File: src/rtl/rf_access_ctrl_pkg.sv
// rtl/rf_access_ctrl_pkg.sv - shared widths and FSM encoding for the register-file access controller
// Contents:
//   DEF_DATA_W / DEF_ADDR_W : default register data width and index width
//   state_t                 : sequencer states (idle, write, read setup, read capture, clear)
package rf_access_ctrl_pkg;

  localparam int DEF_DATA_W = 32;
  localparam int DEF_ADDR_W = 4;

  typedef enum logic [2:0] {
    ST_IDLE     = 3'd0,
    ST_WR       = 3'd1,
    ST_RD_SETUP = 3'd2,
    ST_RD_CAPT  = 3'd3,
    ST_CLR      = 3'd4
  } state_t;

endpackage

File: src/rtl/rf_access_ctrl_if.sv
// rtl/rf_access_ctrl_if.sv - bus bundle between the core, the access controller and the register file
// Signals:
//   rd_req_valid/ready, rd_rs1/rd_rs2 : operand read request
//   op_valid/ready, op1/op2           : returned operand pair
//   wb_valid/ready, wb_rd/wb_data     : writeback request
//   clr_req                           : clear-whole-file pulse
//   rf_rst, rf_we, rf_i1, rf_i2, rf_y : controls to the register file
//   rf_x1, rf_x2                      : read data from the register file
// Modports: master = core and register-file side, slave = controller.
interface rf_access_ctrl_if
  import rf_access_ctrl_pkg::*;
#(
  parameter int DATA_W = DEF_DATA_W,
  parameter int ADDR_W = DEF_ADDR_W
);

  logic              rd_req_valid;
  logic              rd_req_ready;
  logic [ADDR_W-1:0] rd_rs1;
  logic [ADDR_W-1:0] rd_rs2;
  logic              op_valid;
  logic              op_ready;
  logic [DATA_W-1:0] op1;
  logic [DATA_W-1:0] op2;
  logic              wb_valid;
  logic              wb_ready;
  logic [ADDR_W-1:0] wb_rd;
  logic [DATA_W-1:0] wb_data;
  logic              clr_req;
  logic              rf_rst;
  logic              rf_we;
  logic [ADDR_W-1:0] rf_i1;
  logic [ADDR_W-1:0] rf_i2;
  logic [DATA_W-1:0] rf_y;
  logic [DATA_W-1:0] rf_x1;
  logic [DATA_W-1:0] rf_x2;

  modport master (
    output rd_req_valid, rd_rs1, rd_rs2, op_ready, wb_valid, wb_rd, wb_data, clr_req,
           rf_x1, rf_x2,
    input  rd_req_ready, op_valid, op1, op2, wb_ready, rf_rst, rf_we, rf_i1, rf_i2, rf_y
  );

  modport slave (
    input  rd_req_valid, rd_rs1, rd_rs2, op_ready, wb_valid, wb_rd, wb_data, clr_req,
           rf_x1, rf_x2,
    output rd_req_ready, op_valid, op1, op2, wb_ready, rf_rst, rf_we, rf_i1, rf_i2, rf_y
  );

endinterface

File: src/rtl/rf_wb_buffer.sv
// rtl/rf_wb_buffer.sv - one-entry writeback buffer with two-index forwarding compare
// Ports:
//   clk, rst            : clock, asynchronous active-high reset
//   load, load_rd/data  : capture a writeback (only issued while empty)
//   drain               : release the entry (issued in the write cycle)
//   cmp_a, cmp_b        : operand indices to compare against the held destination
//   full, buf_rd/data   : entry state and contents
//   hit_a, hit_b        : entry is full and matches cmp_a / cmp_b
module rf_wb_buffer
  import rf_access_ctrl_pkg::*;
#(
  parameter int DATA_W = DEF_DATA_W,
  parameter int ADDR_W = DEF_ADDR_W
) (
  input  logic              clk,
  input  logic              rst,
  input  logic              load,
  input  logic [ADDR_W-1:0] load_rd,
  input  logic [DATA_W-1:0] load_data,
  input  logic              drain,
  input  logic [ADDR_W-1:0] cmp_a,
  input  logic [ADDR_W-1:0] cmp_b,
  output logic              full,
  output logic [ADDR_W-1:0] buf_rd,
  output logic [DATA_W-1:0] buf_data,
  output logic              hit_a,
  output logic              hit_b
);

  always_ff @(posedge clk or posedge rst) begin
    if (rst) begin
      full     <= 1'b0;
      buf_rd   <= '0;
      buf_data <= '0;
    end else if (load) begin
      full     <= 1'b1;
      buf_rd   <= load_rd;
      buf_data <= load_data;
    end else if (drain) begin
      full <= 1'b0;
    end
  end

  assign hit_a = full && (buf_rd == cmp_a);
  assign hit_b = full && (buf_rd == cmp_b);

endmodule

File: src/rtl/rf_access_ctrl.sv
// rtl/rf_access_ctrl.sv - serialises operand reads, writebacks and clears onto the register file
// Ports:
//   clk  : system clock, rising edge
//   rst  : asynchronous active-high reset (also holds rf_rst high to clear the file)
//   bus  : rf_access_ctrl_if.slave - read request, operand return, writeback,
//          clear request and the registered register-file control/data signals
module rf_access_ctrl
  import rf_access_ctrl_pkg::*;
#(
  parameter int DATA_W = DEF_DATA_W,
  parameter int ADDR_W = DEF_ADDR_W
) (
  input logic           clk,
  input logic           rst,
  rf_access_ctrl_if.slave bus
);

  state_t state, next_state;

  logic              buf_full;
  logic [ADDR_W-1:0] buf_rd;
  logic [DATA_W-1:0] buf_data;
  logic              hit1, hit2;

  logic [ADDR_W-1:0] rs1_q, rs2_q;
  logic              clr_pending;
  logic              op_valid_q;
  logic [DATA_W-1:0] op1_q, op2_q;

  logic              rf_rst_q, rf_we_q;
  logic [ADDR_W-1:0] rf_i1_q, rf_i2_q;
  logic [DATA_W-1:0] rf_y_q;
  logic              rf_rst_d, rf_we_d;
  logic [ADDR_W-1:0] rf_i1_d, rf_i2_d;
  logic [DATA_W-1:0] rf_y_d;

  logic rd_ready, rd_hs, wb_hs;

  assign rd_ready = (state == ST_IDLE) && !buf_full && !op_valid_q && !clr_pending;
  assign rd_hs    = bus.rd_req_valid && rd_ready;
  assign wb_hs    = bus.wb_valid && !buf_full;

  rf_wb_buffer #(.DATA_W(DATA_W), .ADDR_W(ADDR_W)) u_wb_buffer (
    .clk       (clk),
    .rst       (rst),
    .load      (wb_hs),
    .load_rd   (bus.wb_rd),
    .load_data (bus.wb_data),
    .drain     (state == ST_WR),
    .cmp_a     (rs1_q),
    .cmp_b     (rs2_q),
    .full      (buf_full),
    .buf_rd    (buf_rd),
    .buf_data  (buf_data),
    .hit_a     (hit1),
    .hit_b     (hit2)
  );

  always_ff @(posedge clk or posedge rst) begin
    if (rst) begin
      state    <= ST_IDLE;
      rf_rst_q <= 1'b1;
      rf_we_q  <= 1'b0;
      rf_i1_q  <= '0;
      rf_i2_q  <= '0;
      rf_y_q   <= '0;
    end else begin
      state    <= next_state;
      rf_rst_q <= rf_rst_d;
      rf_we_q  <= rf_we_d;
      rf_i1_q  <= rf_i1_d;
      rf_i2_q  <= rf_i2_d;
      rf_y_q   <= rf_y_d;
    end
  end

  // The register-file controls are computed for the state being entered so
  // they come straight out of flops during that state. Indices and write data
  // hold their last value otherwise, keeping them stable through RD_CAPT.
  always_comb begin
    next_state = state;
    rf_rst_d   = 1'b0;
    rf_we_d    = 1'b0;
    rf_i1_d    = rf_i1_q;
    rf_i2_d    = rf_i2_q;
    rf_y_d     = rf_y_q;
    case (state)
      ST_IDLE: begin
        if (clr_pending && !buf_full) next_state = ST_CLR;
        else if (buf_full)            next_state = ST_WR;
        else if (rd_hs)               next_state = ST_RD_SETUP;
      end
      ST_WR:       next_state = ST_IDLE;
      ST_RD_SETUP: next_state = ST_RD_CAPT;
      ST_RD_CAPT:  next_state = ST_IDLE;
      ST_CLR:      next_state = ST_IDLE;
      default:     next_state = ST_IDLE;
    endcase
    case (next_state)
      ST_WR: begin
        rf_we_d = 1'b1;
        rf_i2_d = buf_rd;
        rf_y_d  = buf_data;
      end
      ST_RD_SETUP: begin
        // Entered only from the handshake cycle, so the request indices are live.
        rf_i1_d = bus.rd_rs1;
        rf_i2_d = bus.rd_rs2;
      end
      ST_CLR:  rf_rst_d = 1'b1;
      default: ;
    endcase
  end

  always_ff @(posedge clk or posedge rst) begin
    if (rst) begin
      rs1_q <= '0;
      rs2_q <= '0;
    end else if (rd_hs) begin
      rs1_q <= bus.rd_rs1;
      rs2_q <= bus.rd_rs2;
    end
  end

  always_ff @(posedge clk or posedge rst) begin
    if (rst)                  clr_pending <= 1'b0;
    else if (bus.clr_req)     clr_pending <= 1'b1;
    else if (state == ST_CLR) clr_pending <= 1'b0;
  end

  // A write still sitting in the buffer is newer than the file contents, so
  // it overrides the sampled value per operand.
  always_ff @(posedge clk or posedge rst) begin
    if (rst) begin
      op_valid_q <= 1'b0;
      op1_q      <= '0;
      op2_q      <= '0;
    end else if (state == ST_RD_CAPT) begin
      op_valid_q <= 1'b1;
      op1_q      <= hit1 ? buf_data : bus.rf_x1;
      op2_q      <= hit2 ? buf_data : bus.rf_x2;
    end else if (op_valid_q && bus.op_ready) begin
      op_valid_q <= 1'b0;
    end
  end

  assign bus.rd_req_ready = rd_ready;
  assign bus.wb_ready     = !buf_full;
  assign bus.op_valid     = op_valid_q;
  assign bus.op1          = op1_q;
  assign bus.op2          = op2_q;
  assign bus.rf_rst       = rf_rst_q;
  assign bus.rf_we        = rf_we_q;
  assign bus.rf_i1        = rf_i1_q;
  assign bus.rf_i2        = rf_i2_q;
  assign bus.rf_y         = rf_y_q;

endmodule

File: src/flat_wrapper.sv
// flat-port wrapper written by rule: the top's interface ports become plain ports
module rf_access_ctrl_flat import rf_access_ctrl_pkg::*;
#(
  parameter int DATA_W = DEF_DATA_W,
  parameter int ADDR_W = DEF_ADDR_W
)
  (clk, rst, bus_rd_req_valid, bus_rd_rs1, bus_rd_rs2, bus_op_ready, bus_wb_valid, bus_wb_rd, bus_wb_data, bus_clr_req, bus_rf_x1, bus_rf_x2, bus_rd_req_ready, bus_op_valid, bus_op1, bus_op2, bus_wb_ready, bus_rf_rst, bus_rf_we, bus_rf_i1, bus_rf_i2, bus_rf_y);
  rf_access_ctrl_if #(.DATA_W(DATA_W), .ADDR_W(ADDR_W)) bus_i ();
  input logic clk;
  input logic rst;
  input wire logic [$bits(bus_i.rd_req_valid)-1:0] bus_rd_req_valid;
  input wire logic [$bits(bus_i.rd_rs1)-1:0] bus_rd_rs1;
  input wire logic [$bits(bus_i.rd_rs2)-1:0] bus_rd_rs2;
  input wire logic [$bits(bus_i.op_ready)-1:0] bus_op_ready;
  input wire logic [$bits(bus_i.wb_valid)-1:0] bus_wb_valid;
  input wire logic [$bits(bus_i.wb_rd)-1:0] bus_wb_rd;
  input wire logic [$bits(bus_i.wb_data)-1:0] bus_wb_data;
  input wire logic [$bits(bus_i.clr_req)-1:0] bus_clr_req;
  input wire logic [$bits(bus_i.rf_x1)-1:0] bus_rf_x1;
  input wire logic [$bits(bus_i.rf_x2)-1:0] bus_rf_x2;
  output wire logic [$bits(bus_i.rd_req_ready)-1:0] bus_rd_req_ready;
  output wire logic [$bits(bus_i.op_valid)-1:0] bus_op_valid;
  output wire logic [$bits(bus_i.op1)-1:0] bus_op1;
  output wire logic [$bits(bus_i.op2)-1:0] bus_op2;
  output wire logic [$bits(bus_i.wb_ready)-1:0] bus_wb_ready;
  output wire logic [$bits(bus_i.rf_rst)-1:0] bus_rf_rst;
  output wire logic [$bits(bus_i.rf_we)-1:0] bus_rf_we;
  output wire logic [$bits(bus_i.rf_i1)-1:0] bus_rf_i1;
  output wire logic [$bits(bus_i.rf_i2)-1:0] bus_rf_i2;
  output wire logic [$bits(bus_i.rf_y)-1:0] bus_rf_y;
  assign bus_i.rd_req_valid = bus_rd_req_valid;
  assign bus_i.rd_rs1 = bus_rd_rs1;
  assign bus_i.rd_rs2 = bus_rd_rs2;
  assign bus_i.op_ready = bus_op_ready;
  assign bus_i.wb_valid = bus_wb_valid;
  assign bus_i.wb_rd = bus_wb_rd;
  assign bus_i.wb_data = bus_wb_data;
  assign bus_i.clr_req = bus_clr_req;
  assign bus_i.rf_x1 = bus_rf_x1;
  assign bus_i.rf_x2 = bus_rf_x2;
  assign bus_rd_req_ready = bus_i.rd_req_ready;
  assign bus_op_valid = bus_i.op_valid;
  assign bus_op1 = bus_i.op1;
  assign bus_op2 = bus_i.op2;
  assign bus_wb_ready = bus_i.wb_ready;
  assign bus_rf_rst = bus_i.rf_rst;
  assign bus_rf_we = bus_i.rf_we;
  assign bus_rf_i1 = bus_i.rf_i1;
  assign bus_rf_i2 = bus_i.rf_i2;
  assign bus_rf_y = bus_i.rf_y;
  rf_access_ctrl #(.DATA_W(DATA_W), .ADDR_W(ADDR_W)) u_core (.clk(clk), .rst(rst), .bus(bus_i));
endmodule
File: config.mk
export PLATFORM = sky130hd
export DESIGN_NAME = rf_access_ctrl_flat
export DESIGN_NICKNAME = d
export VERILOG_FILES = /design/src/rtl/rf_access_ctrl_pkg.sv /design/src/rtl/rf_access_ctrl_if.sv /design/src/rtl/rf_wb_buffer.sv /design/src/rtl/rf_access_ctrl.sv /design/src/flat_wrapper.sv
export SDC_FILE = /design/constraint.sdc
export NUM_CORES = 1
export LEC_CHECK = 0
export BUFFER_PORTS_ARGS = -buffer_cell sky130_fd_sc_hd__buf_2
export CORE_ASPECT_RATIO = 0.5
export CORE_MARGIN = 8
export CORE_UTILIZATION = 45
export CTS_CLUSTER_SIZE = 25
export DETAILED_ROUTE_END_ITERATION = 12
export PLACE_DENSITY = 0.71
export SYNTH_ARGS = -nofsm -noshare
export SYNTH_HDL_FRONTEND = slang
export SYNTH_SLANG_ARGS = --single-unit
File: constraint.sdc
create_clock -name clk -period 11.6 [get_ports clk]
set_input_delay 1.16 -clock clk [delete_from_list [all_inputs] [get_ports clk]]
set_output_delay 1.16 -clock clk [all_outputs]
set_load 0.02 [all_outputs]
==> results.cfg, run 1 <==
[floorplan]
die-area_sq_um = 21070
rows = 33
start_util_pct = 45.64
core_area_sq_um = 16230
dieHeight_um = 106.7
die_w_um = 197.4
ios = 223

[clock_network]
cts_setup_buffers = 0
cts_resized = 0
cts_buffers = 17
cts_tree = done
hold_buffers = 0
clk-insertion-delay-late_ns = 0.42
path_clk_slew_ns = 0.06
cts_max_level = 4
root_buffer = clkbuf_16
cts.sink_count = 156
ctsLongestPathBuffers = 2

[sta]
drv_slew = 0
grt_setup_unrepaired = no
maxSlewHeadroom_pct = 21.04
fin_setup_tns_ns = 0
finalCritPeriodShare_pct = 25.48
finalClockSkew_ns = 0.01274
period_minus_slack_ns = 2.955
final-hold-violation-count = 0
fmax_ghz = 0.3384
worst_slew_pin_slew_ns = 1.182
setup_viol = 0
holdWs_ns = 0.4740

[layout]
syn2layout_area_growth_pct = 25.97
drive_gt1_share_pct = 41.64
nNetsFinal = 992
fill_cells = 1428
final_cells = 1119

[drt]
via_count = 6169
postRouteAntennaNets = 0
routed_via_density = 5.513
wl_um = 22670
dr.pass1.iters = 5
route.detailed.drc = 0
drt_iter0_drc = 490
wire_per_inst_um = 20.26

[placed_design]
io_buffers = 222
place_inst = 1086
gp_congestion = 0.8371
hpwl_um = 15550

[yosys]
synth_edf_count = 0
ys.flop_type = dfrtp_1
ys_ff_latch = 156
yosys_warnings = 0
synth_top_area_share_pct = 52.37
syn-num-nets = 804
synth_area_sq_um = 7406
syn-mean-instance-area_sq_um = 10.73
netlist_instances = 690
ys_types = 40
yosys.area.top_type = dfrtp_1
ys_seq_area_share_pct = 52.73
async_flop_share_pct = 100.0
synth_area_leaders = dfrtp_1 (52%), mux2_2 (14%), nand2_1 (5.0%)

[global_route]
gr-total-overflow = 0
grt_pass1_wl_um = 35290
grt_max_degree = 86
grt_usage_pct = 21.06
grt_pass1_vias = 6341
antenna_found_initial = 1

[pwr]
ir_worst_vdd_mv = 0.1532
p_sw_share_pct = 43.52
combPwrFrac_pct = 45.6
clockPowerShare_pct = 20.6
power_density_nw_per_um2 = 329.8
p_sw_mw = 1.339
intPower_mw = 1.737
leakage_nw = 4.099
total_power_mw = 3.076
power_frac_seq_pct = 33.8

[critical_path]
r2r_cells = 5
worstPathRequired_ns = 10.44
path_class = reg -> out
endpoint_kind = output pin
arrival_ns = 1.80
path_max_fanout = 7
start_kind = flop

[worst_hold_path]
hold_class = reg -> reg
whs_path_depth = 2

[outcome]
outcome = completed

[flow_run]
maxCapViolCount = 0
## cells by family (layout without fill, tap and decap cells)
kind of cell	Yosys count	after routing	share of synthesized area, %
AOI/OAI and AO/OA	76	76	7.096
xor gates and xnor gates	6	6	0.7096
buffers and inverters	69	270	4.291
DFF	156	156	52.73
muxes	103	103	15.59
other	0	1	0
and+or+nand+nor	280	280	19.58
## worst max-delay path: stages (launching register included)
cell and delay (ns):
dfrtp_1 0.47, nor4_2 0.53, and2_1 0.22, buf_2 0.17
## placed cells by master, fill, tap and decap left out, types with 6 or more instances in the layout
cell | netlist | final
nand4b_1 | 32 | 32
buf_4 | 2 | 11
bufinv_16 | 0 | 6
dfrtp_1 | 155 | 155
o31ai_1 | 32 | 32
nor2_1 | 35 | 35
nand4_1 | 33 | 33
clkbuf_16 | 0 | 17
a31oi_1 | 32 | 32
nand3_1 | 65 | 65
nand2_1 | 98 | 98
buf_2 | 23 | 222
mux2_2 | 94 | 94
## synthesized netlist by cell type, drive strengths merged (7+ instances only)
cell type,n
dfrtp,155
mux2,99
nand2,98
nand3,65
nor2,35
nand4,33
a31oi,32
buf,32
clkbuf,32
nand4b,32
o31ai,32
o21ai,7
## power groups by stage
stage / registers [mW] / clock network (mW) / logic [mW]
2_1_floorplan: 1.21 / 0 / 0.728
3_3_place_gp: 1.04 / 0 / 1.39
3_5_place_dp: 1.05 / 0 / 1.41
4_1_cts: 1.04 / 0.641 / 1.41
5_1_grt: 1.08 / 0.662 / 1.50
6_report: 1.04 / 0.635 / 1.40
## layout make-up
cell class / count / area (sq um) / share of cell area [%]
inverters: 5 / 23.77 / 0.2548
repair buffers: 233 / 1194 / 12.80
well taps: 227 / 284.0 / 3.045
multi-input cells: 465 / 3252 / 34.86
diodes: 1 / 2.502 / 0.02682
clock buffers: 21 / 450.4 / 4.828
clock inverters: 11 / 217.7 / 2.334
flip-flops and latches: 156 / 3905 / 41.86
## state kept, by name, summed over array words and instances, names as in the netlist
name and flops:
u_core.bus.rf_i2 4, u_core.bus.op_valid 1, u_core.u_wb_buffer.buf_data 32, u_core.bus.rf_we 1
u_core.bus.op2 32, u_core.bus.rf_y 32, u_core.u_wb_buffer.buf_rd 4, u_core.rs1_q 4
u_core.u_wb_buffer.full 1, u_core.clr_pending 1, u_core.bus.rf_i1 4, u_core.bus.op1 32
u_core.rs2_q 4, u_core.state 3, u_core.bus.rf_rst 1
## per-stage QoR
step / util [%] / cell area, sq um / setup slack, ns
2_1_floorplan: - / 7406 / 6.235
3_3_place_gp: 53.36 / 8658 / 8.721
3_5_place_dp: 53.36 / 8658 / 8.709
4_1_cts: 57.48 / 9326 / 8.626
5_1_grt: 57.49 / 9329 / 8.555
6_report: 57.49 / 9329 / 8.645
## per-layer routing
layer  up-vias  part of all wire, %  track usage [%]
met1      3082                   45            27.92
met4         0                  1.4            6.460
met2       191                   48            34.34
li1       2872                    -                -
met5         -                    0                0
met3        24                  5.7            4.626
## final timing paths
kind	from	endpoint	slack, ns
max reg2reg	u_core.state[2]	u_core.bus.op2[30]	8.77
min reg2reg	u_core.bus.op2[3]	u_core.bus.op2[3]	0.47
min in group asynchronous	rst	u_core.bus.rf_y[29]	0.87
max	u_core.state[0]	bus_rd_req_ready	8.64
max in group asynchronous	rst	u_core.bus.op2[11]	9.19
min	u_core.bus.op2[3]	u_core.bus.op2[3]	0.47
(Power assumes the default switching activity.)
==> run 2, diff against run 1 <==
--- a/config.mk
+++ b/config.mk
@@ -11,7 +11,7 @@
 export CORE_UTILIZATION = 45
 export CTS_CLUSTER_SIZE = 25
 export DETAILED_ROUTE_END_ITERATION = 12
-export PLACE_DENSITY = 0.71
+export PLACE_DENSITY = 0.74
 export SYNTH_ARGS = -nofsm -noshare
 export SYNTH_HDL_FRONTEND = slang
 export SYNTH_SLANG_ARGS = --single-unit
==> constraint.sdc (replaced) <==
create_clock -name clk -period 2.55 [get_ports clk]
set_input_delay 0.255 -clock clk [delete_from_list [all_inputs] [get_ports clk]]
set_output_delay 0.255 -clock clk [all_outputs]
set_load 0.02 [all_outputs]
==> results.cfg, run 2 (synthesized netlist as in run 1, its figures left out) <==
[clock_network]
cts_max_level = 4
clk-insertion-delay-late_ns = 0.42
root_buffer = clkbuf_16
cts_resized = 0
cts.sink_count = 156
cts_buffers = 17
cts_setup_buffers = 0
cts_tree = done
ctsLongestPathBuffers = 2
path_clk_slew_ns = 0.07

[sta]
final-hold-violation-count = 0
period_minus_slack_ns = 1.989
finalCritPeriodShare_pct = 78.00
holdWs_ns = 0.01755
maxSlewHeadroom_pct = 33.92
fin_setup_tns_ns = 0
worst_slew_pin_slew_ns = 0.9897
fmax_ghz = 0.5028
drv_slew = 0
grt_setup_unrepaired = no
setup_viol = 0
finalClockSkew_ns = 0.01284

[drt]
highest_layer = met5
drt_iter0_drc = 523
routed_via_density = 5.499
wl_um = 22710
route.detailed.drc = 0
wire_per_inst_um = 20.13
dr.pass1.iters = 5
dr_wl_met3_um = 1731
via_count = 6203
drt-met1-wl_um = 9647
wl_met2_um = 10910
postRouteAntennaNets = 0

[outcome]
outcome = completed

[critical_path]
path_max_fanout = 50
critPathSlowestCell = dfrtp_1
reg2reg_slack_ns = 0.56
arrival_ns = 2.31
cp_common_cell = buf_4
slowest_delay_ns = 0.47
worstPathRequired_ns = 2.87
crit_chain = and3b_4 -> buf_4 -> buf_4 -> nor2_1 -> a31oi_1
start_kind = flop
endpoint_kind = flop
crit_buf_inv = 2
path_class = reg -> reg
crit_family = buffers and inverters

[floorplan]
start_util_pct = 45.64
rows = 33
dieHeight_um = 106.7
core_area_sq_um = 16230
ios = 223
die_w_um = 197.4
die-area_sq_um = 21070

[layout]
mostFrequentLayoutCell = buf_2
nNetsFinal = 1001
fill_cells = 1387
mostFrequentLayoutCells = buf_2 (222), dfrtp_1 (155), nand2_1 (98), mux2_2 (94), nand3_1 (65)
syn2layout_area_growth_pct = 26.05
drive_gt1_share_pct = 42.33

[global_route]
grt_usage_pct = 21.36
gr-total-overflow = 0
grt_max_degree = 81
grt_pass1_wl_um = 35820
grt_pass1_vias = 6394
antenna_found_initial = 4

[pwr]
leakage_nw = 4.104
ir_worst_vdd_mv = 0.8105
power_density_nw_per_um2 = 1454

[placed_design]
io_buffers = 222
gp_congestion = 0.8080
hpwl_um = 16150

[flow_run]
maxCapViolCount = 0

[worst_hold_path]
hold_class = in -> reg
[run 2: changes by cell type in the layout (fill, tap and decap cells not counted), moves of 2 or more]
cell / change
buf_12: +5
buf_4: +3
inv_6: +3
clkbuf_1: -2
clkinvlp_4: +2
bufinv_16: -6
clkinv_4: +2
[run 2: layer usage]
| metal | track usage (%) | up-vias |
|---|---|---|
| li1 | - | 2891 |
| met4 | 5.926 | 6 |
| met5 | 0 | - |
| met1 | 27.87 | 3059 |
| met2 | 34.73 | 214 |
| met3 | 5.877 | 33 |
[run 2: cell type report]
class	instances	area [sq um]	area share (%)
antenna	1	2.502	0.02681
clock buffer	18	429.2	4.597
clock inverter	14	113.9	1.220
inverter	5	22.52	0.2413
multi-input combinational	465	3252	34.83
sequential	156	3905	41.83
tap	227	284.0	3.042
timing repair buffer	242	1326	14.21
[run 2: worst paths after layout]
path / startpoint / endpoint / cells past startpoint
worst max-delay path: u_core.state[2] / u_core.bus.op1[18] / 5
max in group asynchronous: rst / u_core.bus.rf_y[11] / 4
min in group asynchronous: rst / u_core.bus.rf_y[25] / 3
worst min-delay path: bus_op_ready / u_core.bus.op_valid / 2
worst min register to register: u_core.bus.rf_i1[0] / u_core.bus.rf_i1[0] / 2
worst max register to register: u_core.state[2] / u_core.bus.op1[18] / 5
[run 2: stage by stage]
stage | setup WS (ns) | power (mW) | cells | cell area (sq um) | utilization, %
5_1_grt | 0.3811 | 14.35 | 1128 | 9335 | 57.53
2_1_floorplan | 0.3229 | 8.835 | 690 | 7410 | -
3_5_place_dp | 0.6135 | 11.27 | 1094 | 8780 | 54.11
6_report | 0.5611 | 13.57 | 1128 | 9335 | 57.53
4_1_cts | 0.5646 | 13.64 | 1127 | 9333 | 57.51
3_3_place_gp | 0.6817 | 11.06 | 1094 | 8780 | 54.11
[run 2: power by group]
| part | leakage [nW] | switching (mW) | internal [mW] |
|---|---|---|---|
| Combinational | 2.01 | 4.05 | 2.40 |
| Clock | 0.260 | 1.11 | 1.27 |
| Sequential | 1.84 | 1.01 | 3.73 |
| Total | 4.10 | 6.17 | 7.40 |
[run 2: what timing repair did]
action,4_1_cts,5_1_grt
hold buffers,1,0
setup endpoints to repair,0,0
endpoints found under the hold margin,6,0
